==> src/rtl/sparse_weight_accumulator_if.sv <==
// Bundle of the start/queue/weight-memory/result signals of the sparse weight accumulator.
// The master side is the environment (index queue, weight memory, activation stage); the
// slave side is the accumulator itself.
interface sparse_weight_accumulator_if #(
    parameter int unsigned NODES    = 16,
    parameter int unsigned WEIGHT_W = 8,
    parameter int unsigned ACC_W    = 18
);
    logic                        start;
    logic                        queueEmpty;
    logic [9:0]                  indexIn;
    logic                        dequeue;
    logic [9:0]                  weightAddr;
    logic                        weightRead;
    logic [NODES*WEIGHT_W-1:0]   weightData;
    logic [NODES*ACC_W-1:0]      sums;
    logic                        done;
    logic                        busy;
    logic [9:0]                  activeCount;
    logic                        indexError;

    modport master (
        output start, queueEmpty, indexIn, weightData,
        input  dequeue, weightAddr, weightRead, sums, done, busy, activeCount, indexError
    );

    modport slave (
        input  start, queueEmpty, indexIn, weightData,
        output dequeue, weightAddr, weightRead, sums, done, busy, activeCount, indexError
    );
endinterface

==> src/rtl/sparse_weight_accumulator.sv <==
// Sparse weight accumulator: pops active-pixel indices from the index queue, fetches the
// matching weight row and adds it into NODES parallel saturating signed accumulators.
// Each index costs four cycles (CHECK, POP, FETCH, ACCUM); a pass ends with a done pulse.
module sparse_weight_accumulator #(
    parameter int unsigned NODES       = 16,
    parameter int unsigned WEIGHT_W    = 8,
    parameter int unsigned ACC_W       = 18,
    parameter int unsigned INPUT_NODES = 784
) (
    input logic                        clk,
    input logic                        resetAccumulatorN,
    sparse_weight_accumulator_if.slave bus
);

    typedef enum logic [2:0] {
        StIdle,
        StCheck,
        StPop,
        StFetch,
        StAccum,
        StDone
    } state_e;

    state_e state_q, state_d;

    logic             dequeue_q, dequeue_d;
    logic             weight_read_q, weight_read_d;
    logic             done_q, done_d;
    logic             busy_q, busy_d;

    logic [9:0]       addr_q;
    logic [9:0]       count_q;
    logic             err_q;
    logic             addr_valid;

    logic [ACC_W-1:0]    acc_q   [NODES];
    logic [ACC_W-1:0]    acc_sat [NODES];
    logic [ACC_W:0]      wide    [NODES];
    logic [WEIGHT_W-1:0] weight  [NODES];

    assign addr_valid = ({22'd0, addr_q} < INPUT_NODES);

    // Next-state logic
    always_comb begin
        state_d = state_q;
        unique case (state_q)
            StIdle:  if (bus.start) state_d = StCheck;
            StCheck: state_d = bus.queueEmpty ? StDone : StPop;
            StPop:   state_d = StFetch;
            StFetch: state_d = StAccum;
            StAccum: state_d = StCheck;
            StDone:  state_d = StIdle;
            default: state_d = StIdle;
        endcase
    end

    // Registered strobes are decoded from the state being entered
    always_comb begin
        dequeue_d     = (state_d == StPop);
        weight_read_d = (state_d == StFetch);
        done_d        = (state_d == StDone);
        busy_d        = (state_d != StIdle) && (state_d != StDone);
    end

    // State register and output strobes
    always_ff @(posedge clk or negedge resetAccumulatorN) begin
        if (!resetAccumulatorN) begin
            state_q       <= StIdle;
            dequeue_q     <= 1'b0;
            weight_read_q <= 1'b0;
            done_q        <= 1'b0;
            busy_q        <= 1'b0;
        end else begin
            state_q       <= state_d;
            dequeue_q     <= dequeue_d;
            weight_read_q <= weight_read_d;
            done_q        <= done_d;
            busy_q        <= busy_d;
        end
    end

    // Saturating add: sum at ACC_W+1 bits, clamp when the top two bits disagree
    always_comb begin
        for (int k = 0; k < NODES; k++) begin
            weight[k]  = bus.weightData[k*WEIGHT_W +: WEIGHT_W];
            wide[k]    = {acc_q[k][ACC_W-1], acc_q[k]}
                       + {{(ACC_W + 1 - WEIGHT_W){weight[k][WEIGHT_W-1]}}, weight[k]};
            acc_sat[k] = (wide[k][ACC_W] == wide[k][ACC_W-1]) ? wide[k][ACC_W-1:0]
                       : {wide[k][ACC_W], {(ACC_W - 1){~wide[k][ACC_W]}}};
        end
    end

    // Datapath: address capture, accumulation, count and sticky index error
    always_ff @(posedge clk or negedge resetAccumulatorN) begin
        if (!resetAccumulatorN) begin
            addr_q  <= '0;
            count_q <= '0;
            err_q   <= 1'b0;
            for (int k = 0; k < NODES; k++) acc_q[k] <= '0;
        end else begin
            if (state_q == StIdle && bus.start) begin
                count_q <= '0;
                err_q   <= 1'b0;
                for (int k = 0; k < NODES; k++) acc_q[k] <= '0;
            end
            if (state_q == StPop) addr_q <= bus.indexIn;
            if (state_q == StAccum) begin
                if (addr_valid) begin
                    count_q <= count_q + 10'd1;
                    for (int k = 0; k < NODES; k++) acc_q[k] <= acc_sat[k];
                end else begin
                    err_q <= 1'b1;
                end
            end
        end
    end

    for (genvar g = 0; g < NODES; g++) begin : g_sums
        assign bus.sums[g*ACC_W +: ACC_W] = acc_q[g];
    end

    assign bus.dequeue     = dequeue_q;
    assign bus.weightRead  = weight_read_q;
    assign bus.weightAddr  = addr_q;
    assign bus.done        = done_q;
    assign bus.busy        = busy_q;
    assign bus.activeCount = count_q;
    assign bus.indexError  = err_q;

endmodule

==> src/flat_wrapper.sv <==
// flat-port wrapper written by rule: the top's interface ports become plain ports
module sparse_weight_accumulator_flat 
#(
    parameter int unsigned NODES       = 16,
    parameter int unsigned WEIGHT_W    = 8,
    parameter int unsigned ACC_W       = 18,
    parameter int unsigned INPUT_NODES = 784
)
  (clk, resetAccumulatorN, bus_start, bus_queueEmpty, bus_indexIn, bus_weightData, bus_dequeue, bus_weightAddr, bus_weightRead, bus_sums, bus_done, bus_busy, bus_activeCount, bus_indexError);
  sparse_weight_accumulator_if #(.NODES(NODES), .WEIGHT_W(WEIGHT_W), .ACC_W(ACC_W)) bus_i ();
  input logic clk;
  input logic resetAccumulatorN;
  input wire logic [$bits(bus_i.start)-1:0] bus_start;
  input wire logic [$bits(bus_i.queueEmpty)-1:0] bus_queueEmpty;
  input wire logic [$bits(bus_i.indexIn)-1:0] bus_indexIn;
  input wire logic [$bits(bus_i.weightData)-1:0] bus_weightData;
  output wire logic [$bits(bus_i.dequeue)-1:0] bus_dequeue;
  output wire logic [$bits(bus_i.weightAddr)-1:0] bus_weightAddr;
  output wire logic [$bits(bus_i.weightRead)-1:0] bus_weightRead;
  output wire logic [$bits(bus_i.sums)-1:0] bus_sums;
  output wire logic [$bits(bus_i.done)-1:0] bus_done;
  output wire logic [$bits(bus_i.busy)-1:0] bus_busy;
  output wire logic [$bits(bus_i.activeCount)-1:0] bus_activeCount;
  output wire logic [$bits(bus_i.indexError)-1:0] bus_indexError;
  assign bus_i.start = bus_start;
  assign bus_i.queueEmpty = bus_queueEmpty;
  assign bus_i.indexIn = bus_indexIn;
  assign bus_i.weightData = bus_weightData;
  assign bus_dequeue = bus_i.dequeue;
  assign bus_weightAddr = bus_i.weightAddr;
  assign bus_weightRead = bus_i.weightRead;
  assign bus_sums = bus_i.sums;
  assign bus_done = bus_i.done;
  assign bus_busy = bus_i.busy;
  assign bus_activeCount = bus_i.activeCount;
  assign bus_indexError = bus_i.indexError;
  sparse_weight_accumulator #(.NODES(NODES), .WEIGHT_W(WEIGHT_W), .ACC_W(ACC_W), .INPUT_NODES(INPUT_NODES)) u_core (.clk(clk), .resetAccumulatorN(resetAccumulatorN), .bus(bus_i));
endmodule
==> config.mk <==
export PLATFORM = sky130hd
export DESIGN_NAME = sparse_weight_accumulator_flat
export DESIGN_NICKNAME = d
export VERILOG_FILES = /design/src/rtl/sparse_weight_accumulator_if.sv /design/src/rtl/sparse_weight_accumulator.sv /design/src/flat_wrapper.sv
export SDC_FILE = /design/constraint.sdc
export NUM_CORES = 1
export LEC_CHECK = 0
export CAP_MARGIN = 20
export CELL_PAD_IN_SITES_DETAIL_PLACEMENT = 1
export CELL_PAD_IN_SITES_GLOBAL_PLACEMENT = 2
export CORE_MARGIN = 5
export CORE_UTILIZATION = 25
export CTS_BUF_LIST = sky130_fd_sc_hd__clkbuf_4 sky130_fd_sc_hd__clkbuf_8
export CTS_CLUSTER_SIZE = 30
export DETAILED_ROUTE_END_ITERATION = 8
export HOLD_SLACK_MARGIN = 0.1
export PLACE_DENSITY_LB_ADDON = 0.2
export SETUP_SLACK_MARGIN = 0.2
export SYNTH_ARGS = -nofsm -noshare
export SYNTH_HDL_FRONTEND = slang
export SYNTH_SLANG_ARGS = --single-unit
==> constraint.sdc <==
create_clock -name clk -period 4.4 [get_ports clk]
set_input_delay 0.66 -clock clk [delete_from_list [all_inputs] [get_ports clk]]
set_output_delay 0.66 -clock clk [all_outputs]
set_load 0.02 [all_outputs]
# Yosys cells after proc, flatten, opt, wreduce, memory -nomap -nowiden
# Cells that the tools add are included.
# word_totals
regBits	316
input_bits	142
output_inout_bits	313
elab_cells	114
# op_classes
n_addsub	17
order_cmp	1
n_eq_ne	24
mux	28
bitwise_logic	16
n_reduce_logical	4
# ops
cell	count
two-way mux 288 bit	3
adder 18 x 8 -> 19 bit	16
two-way mux 18 bit	16
two-way mux 10 bit	3
== test 1 bit	16
inverter 1 bit	16
one-hot mux 3 bit (5 select lines)	1
== test 3 x 2 -> 1 bit (second input constant)	4
adder 10 x 1 -> 10 bit (second input constant)	1
less-than comparator 10 bit (second input constant)	1
== test 3 bit (second input constant)	2
two-way mux 3 bit	2
== test 3 x 1 -> 1 bit (second input constant)	1
zero test 3 bit	1
two-way mux 1 bit	3
inequality test 3 bit (second input constant)	1
nonzero test 3 bit	1
logical AND 1 bit	2

# Logic depth before layout (Yosys ltp)
# depth
depth_word	5
depth_mapped	16
mapped_depth_nobuf	14

# Worst setup path after synthesis
# No wires, ideal clock.
# synth_timing
path_kind	input to register
start	in bus_weightData[49]
end	reg u_core.acc_q (netlist bit u_core.bus.sums[116])
setup_ps	77
t_arrival_ps	3705
setup_slack_ps	617
cell_stages	16
n_path_buf	2
cell_sequence	ha_1 > a211oi_2 > o21ai_1 > a2111o_1 > and3b_1 > o21ai_0 > a21oi_1 > mux2i_1 > or2_2 > ha_1 > buf_1 > nand2_1 > a31oi_1 > clkbuf_1 > a21oi_1 > a21oi_1
# synth_between
elab_chain_len	5
# synth_lines
item	line_no	rtl
start, declared	flat_wrapper.sv:16	input wire logic [$bits(bus_i.weightData)-1:0] bus_weightData;
adder 18 x 8 -> 19 bit (*)	sparse_weight_accumulator.sv:87	+ {{(ACC_W + 1 - WEIGHT_W){weight[k][WEIGHT_W-1]}}, weight[k]};
== test 1 bit / inverter 1 bit (equally long branches)	sparse_weight_accumulator.sv:88, sparse_weight_accumulator.sv:89	
two-way mux 18 bit (*)	sparse_weight_accumulator.sv:88	acc_sat[k] = (wide[k][ACC_W] == wide[k][ACC_W-1]) ? wide[k][ACC_W-1:0]
two-way mux 288 bit (*)	sparse_weight_accumulator.sv:108	if (addr_valid) begin
two-way mux 288 bit (*)	sparse_weight_accumulator.sv:107	if (state_q == StAccum) begin
end, declared	sparse_weight_accumulator.sv:36	logic [ACC_W-1:0] acc_q [NODES];
# Every way passes the cells marked *; elsewhere a longest branch is shown, timed or not.
# A chain may end at the register's enable or synchronous reset.

# Worst setup path after layout
# layout_timing
start	reg u_core.acc_q (netlist bit u_core.bus.sums[235])
end	reg u_core.acc_q (netlist bit u_core.bus.sums[250])
# layout_between
elab_chain_len	5
# layout_lines
item	line_no
adder 18 x 8 -> 19 bit (*)	sparse_weight_accumulator.sv:87
== test 1 bit / inverter 1 bit (equally long branches)	sparse_weight_accumulator.sv:88, sparse_weight_accumulator.sv:89
two-way mux 18 bit (*)	sparse_weight_accumulator.sv:88
two-way mux 288 bit (*)	sparse_weight_accumulator.sv:108
two-way mux 288 bit (*)	sparse_weight_accumulator.sv:107
# Marked as above.

==> flow_metrics.py <==
metrics = {
    "grt": {
        "grt_pass1_wl_mm": 160,
        "antenna_found_initial": 9,
        "grtUsageTotal_pct": 17.8,
        "grt_pass1_vias": 27200,
        "met3_usage_pct": 4.45,
        "grt_max_degree": 134,
        "gr-total-overflow": 0,
        "met2_usage_pct": 30.3,
        "use_met1_pct": 22.9,
        "grt.busiest_layer": "met2",
    },
    "pwr": {
        "leakage_nw": 16.3,
        "sw_frac_of_total_pct": 47.8,
        "sequentialPowerShare_pct": 18.6,
        "clockPowerShare_pct": 14.4,
        "p_sw_w": 0.0130,
        "combPwrFrac_pct": 67.0,
        "p_int_w": 0.0141,
        "ir_drop_mv": 0.328,
        "powerDensity_nw_per_um2": 759,
    },
    "placed_design": {
        "portBuffers": 454,
        "dp.cells": 4935,
        "dpl_cell_area_um2": 34000,
        "place_ws_ns": -0.129,
        "gp_congestion": 0.801,
        "hpwl_mm": 77.4,
    },
    "synthesis": {
        "synth-main-ff-cell": "dfrtp_1",
        "avgSynthCellArea_um2": 8.85,
        "syn_nets": 3479,
        "ys_warn_count": 0,
        "syn-instance-count": 3002,
        "yosys.area.top_type": "dfrtp_1",
        "syn_area_um2": 26600,
        "synth_top_area_share_pct": 29.8,
        "synth_edf_count": 0,
        "synth-seq-cells": 316,
        "yosysUniqueCellTypes": 93,
        "synth.area.top_cells": "dfrtp_1, ha_1, a21oi_1, xnor2_1, a221o_1",
        "async_reset_ff_share_pct": 100,
        "yosysSeqAreaShare_pct": 29.8,
    },
    "die": {
        "ioPinCount": 455,
        "die_x_um": 336,
        "core-area_um2": 105000,
        "placementRows": 119,
        "dieHeight_um": 336,
        "start_util_pct": 25.2,
        "die_area_um2": 113000,
    },
    "routing": {
        "drc": 0,
        "wirelength_mm": 103,
        "viasPerCell": 5.03,
        "firstDrtPassIters": 5,
        "detail-route-antenna-nets": 0,
        "wl_per_cell_um": 20.2,
        "drtIter0Drc": 990,
        "vias": 25500,
    },
    "clocking": {
        "htreeDepth": 3,
        "clock_sinks": 316,
        "cts-root-buf": "clkbuf_8",
        "cts_buffer_depth": 3,
        "clk_latency_ns": 0.71,
        "cts_made_buffers": 74,
        "path_clk_slew_ns": 0.07,
        "cts_tree": "built",
        "post_cts_buffers": 0,
    },
    "setup_path": {
        "reg2reg_depth": 14,
        "critPathCapture": "u_core.bus.sums[250]$_DFF_PN0_",
        "r2r_end": "u_core.bus.sums[250]$_DFF_PN0_",
        "critPathArrivalTime_ns": 4.47,
        "cp-end-kind": "flip-flop",
        "cp_max_fo": 4,
        "startpoint": "u_core.bus.sums[235]$_DFF_PN0_",
        "reg2reg_slack_ns": 0.57,
        "crit_required_ns": 5.04,
        "worst-setup-path-type": "flip-flop to flip-flop",
        "r2r_start": "u_core.bus.sums[235]$_DFF_PN0_",
        "cp-start-kind": "flip-flop",
    },
    "timing": {
        "slew_headroom_pct": 31.4,
        "setup_slack_ns": 0.570,
        "finalHoldViolations": 0,
        "hold_ws_ns": 0.489,
        "finalMaxSlewViolations": 0,
        "timing.final.crit_share_pct": 87.0,
        "post-route-min-period_ns": 3.83,
        "worstMarginPinSlew_ns": 1.02,
        "finClkSkew_ns": 0.0332,
        "rsz0062_at_grt": "false",
        "setup_viol_count_final": 0,
        "fmax_ghz": 0.261,
    },
    "cells_and_area": {
        "nets": 4098,
        "instances_no_fill": 5077,
        "syn_to_final_growth_pct": 34.4,
        "drive_above_1_share_pct": 11.5,
        "stdcell_area_um2": 35700,
    },
    "worst_hold_path": {
        "min_path_type": "flip-flop to flip-flop",
    },
    "run": {
        "drv_cap": 0,
    },
    "status": {
        "status": "completed",
    },
}
==> per-stage QoR <==
step | util, % | total power (W) | setup TNS, ns
after detailed placement | 32.3 | 0.0234 | -2.95
after floorplan | - | 0.0162 | 0
after global routing | 33.9 | 0.0295 | 0
after global placement | 32.3 | 0.0234 | -2.41
final | 33.9 | 0.0271 | 0
after CTS | 33.8 | 0.0276 | 0
==> power by group through the flow <==
stage | Combinational [W] | Clock [W] | Sequential (W)
finish | 0.0181 | 0.00390 | 0.00505
global route | 0.0201 | 0.00422 | 0.00522
CTS | 0.0184 | 0.00411 | 0.00509
detailed placement | 0.0183 | 0 | 0.00512
global placement | 0.0183 | 0 | 0.00511
floorplan | 0.0104 | 0 | 0.00587
==> state kept, by name, summed over array words and instances, names as in the netlist <==
signal / count
u_core.bus.done: 1
u_core.bus.weightAddr: 10
u_core.bus.indexError: 1
u_core.bus.dequeue: 1
u_core.bus.activeCount: 10
u_core.state_q: 3
u_core.bus.busy: 1
u_core.bus.weightRead: 1
u_core.bus.sums: 288
==> synthesized netlist by cell type, drive strengths merged, types with 27 or more instances <==
master,n
nand2,199
nand3,131
ha,319
o21ai,236
a21o,96
a211oi,55
nor2,249
a21oi,293
nand2b,31
clkbuf,80
xor2,78
nor3,83
buf,31
o21bai,27
a221o,123
inv,65
xnor2,147
dfrtp,316
a31oi,33
o21a,40
==> layout make-up <==
class	instances	area (µm²)
Antenna cell	8	20.0
Clock buffer	118	1470
Clock inverter	15	156
Fill cell	12300	69700
Inverter	68	255
Multi-Input combinational cell	2507	18000
Sequential cell	316	7910
Tap cell	1391	1740
Timing Repair Buffer	654	6190
==> critical path, stage by stage (launching register included) <==
cell	delay, ns
dfrtp_1	0.43
ha_1	0.31
a21o_1	0.20
a211oi_2	0.27
o21ai_1	0.15
a31oi_1	0.28
o21ai_1	0.15
a31oi_1	0.16
a211o_1	0.21
xnor2_1	0.13
ha_1	0.31
or3_1	0.43
or4_1	0.41
mux2i_1	0.17
a2111o_1	0.13
==> cell families after synthesis <==
| family | Yosys count | synth area share, % |
|---|---|---|
| compound gates | 1051 | 27.1 |
| simple gates | 875 | 15.9 |
| fa+ha+maj | 335 | 16.2 |
| flops | 316 | 29.8 |
| xor+xnor | 225 | 7.42 |
| buf+inv | 179 | 2.69 |
| mux | 21 | 0.843 |
==> how the worst min path moves through the flow <==
stage	start	endpoint	slack, ns	cells past startpoint
3_5_place_dp	u_core.bus.activeCount[9]$_DFF_PN0_	u_core.bus.activeCount[9]$_DFF_PN0_	0.48	1
3_3_place_gp	u_core.bus.activeCount[9]$_DFF_PN0_	u_core.bus.activeCount[9]$_DFF_PN0_	0.49	1
6_report	u_core.bus.activeCount[9]$_DFF_PN0_	u_core.bus.activeCount[9]$_DFF_PN0_	0.49	1
2_1_floorplan	resetAccumulatorN	u_core.bus.activeCount[0]$_DFF_PN0_	0.36	0
5_1_grt	bus_indexIn[4]	u_core.bus.weightAddr[4]$_DFFE_PN0P_	0.46	2
4_1_cts	bus_indexIn[1]	u_core.bus.weightAddr[1]$_DFFE_PN0P_	0.44	2
==> placed cells by master, fill, tap and decap left out, drive strengths merged, types with 11 or more instances in the layout <==
cell / Yosys / routed
o2111ai: 13 / 13
o211ai: 21 / 21
a31oi: 33 / 33
nor4: 14 / 14
o21bai: 27 / 27
fa: 16 / 16
nor2: 249 / 249
a211o: 12 / 12
and4: 12 / 12
clkdlybuf4s50: 0 / 453
clkbuf: 80 / 118
nor3: 83 / 83
nand3b: 13 / 13
o21a: 40 / 40
mux2: 11 / 11
dfrtp: 316 / 316
nand2: 199 / 199
nand3: 131 / 131
nand4: 21 / 21
xnor2: 147 / 147
buf: 31 / 200
nand2b: 31 / 31
xor2: 78 / 78
or3: 26 / 26
nor2b: 25 / 25
a221o: 123 / 123
or2: 12 / 12
a21o: 96 / 96
ha: 319 / 319
o21ai: 236 / 236
a21oi: 293 / 293
inv: 65 / 71
and2: 23 / 23
a211oi: 55 / 55
==> routing by layer <==
metal / up-vias / part of all wire (%)
met5: - / 0.020
met3: 98 / 5.1
met2: 387 / 47
li1: 12600 / -
met1: 12500 / 46
met4: 4 / 1.8
==> timing repair <==
item,in CTS,in global routing
hold endpoints to repair,75,0
gates resized for setup,0,1
endpoints found under the setup margin,0,1
hold buffers,1,0
No activity file was read; power rests on OpenSTA's default activity.
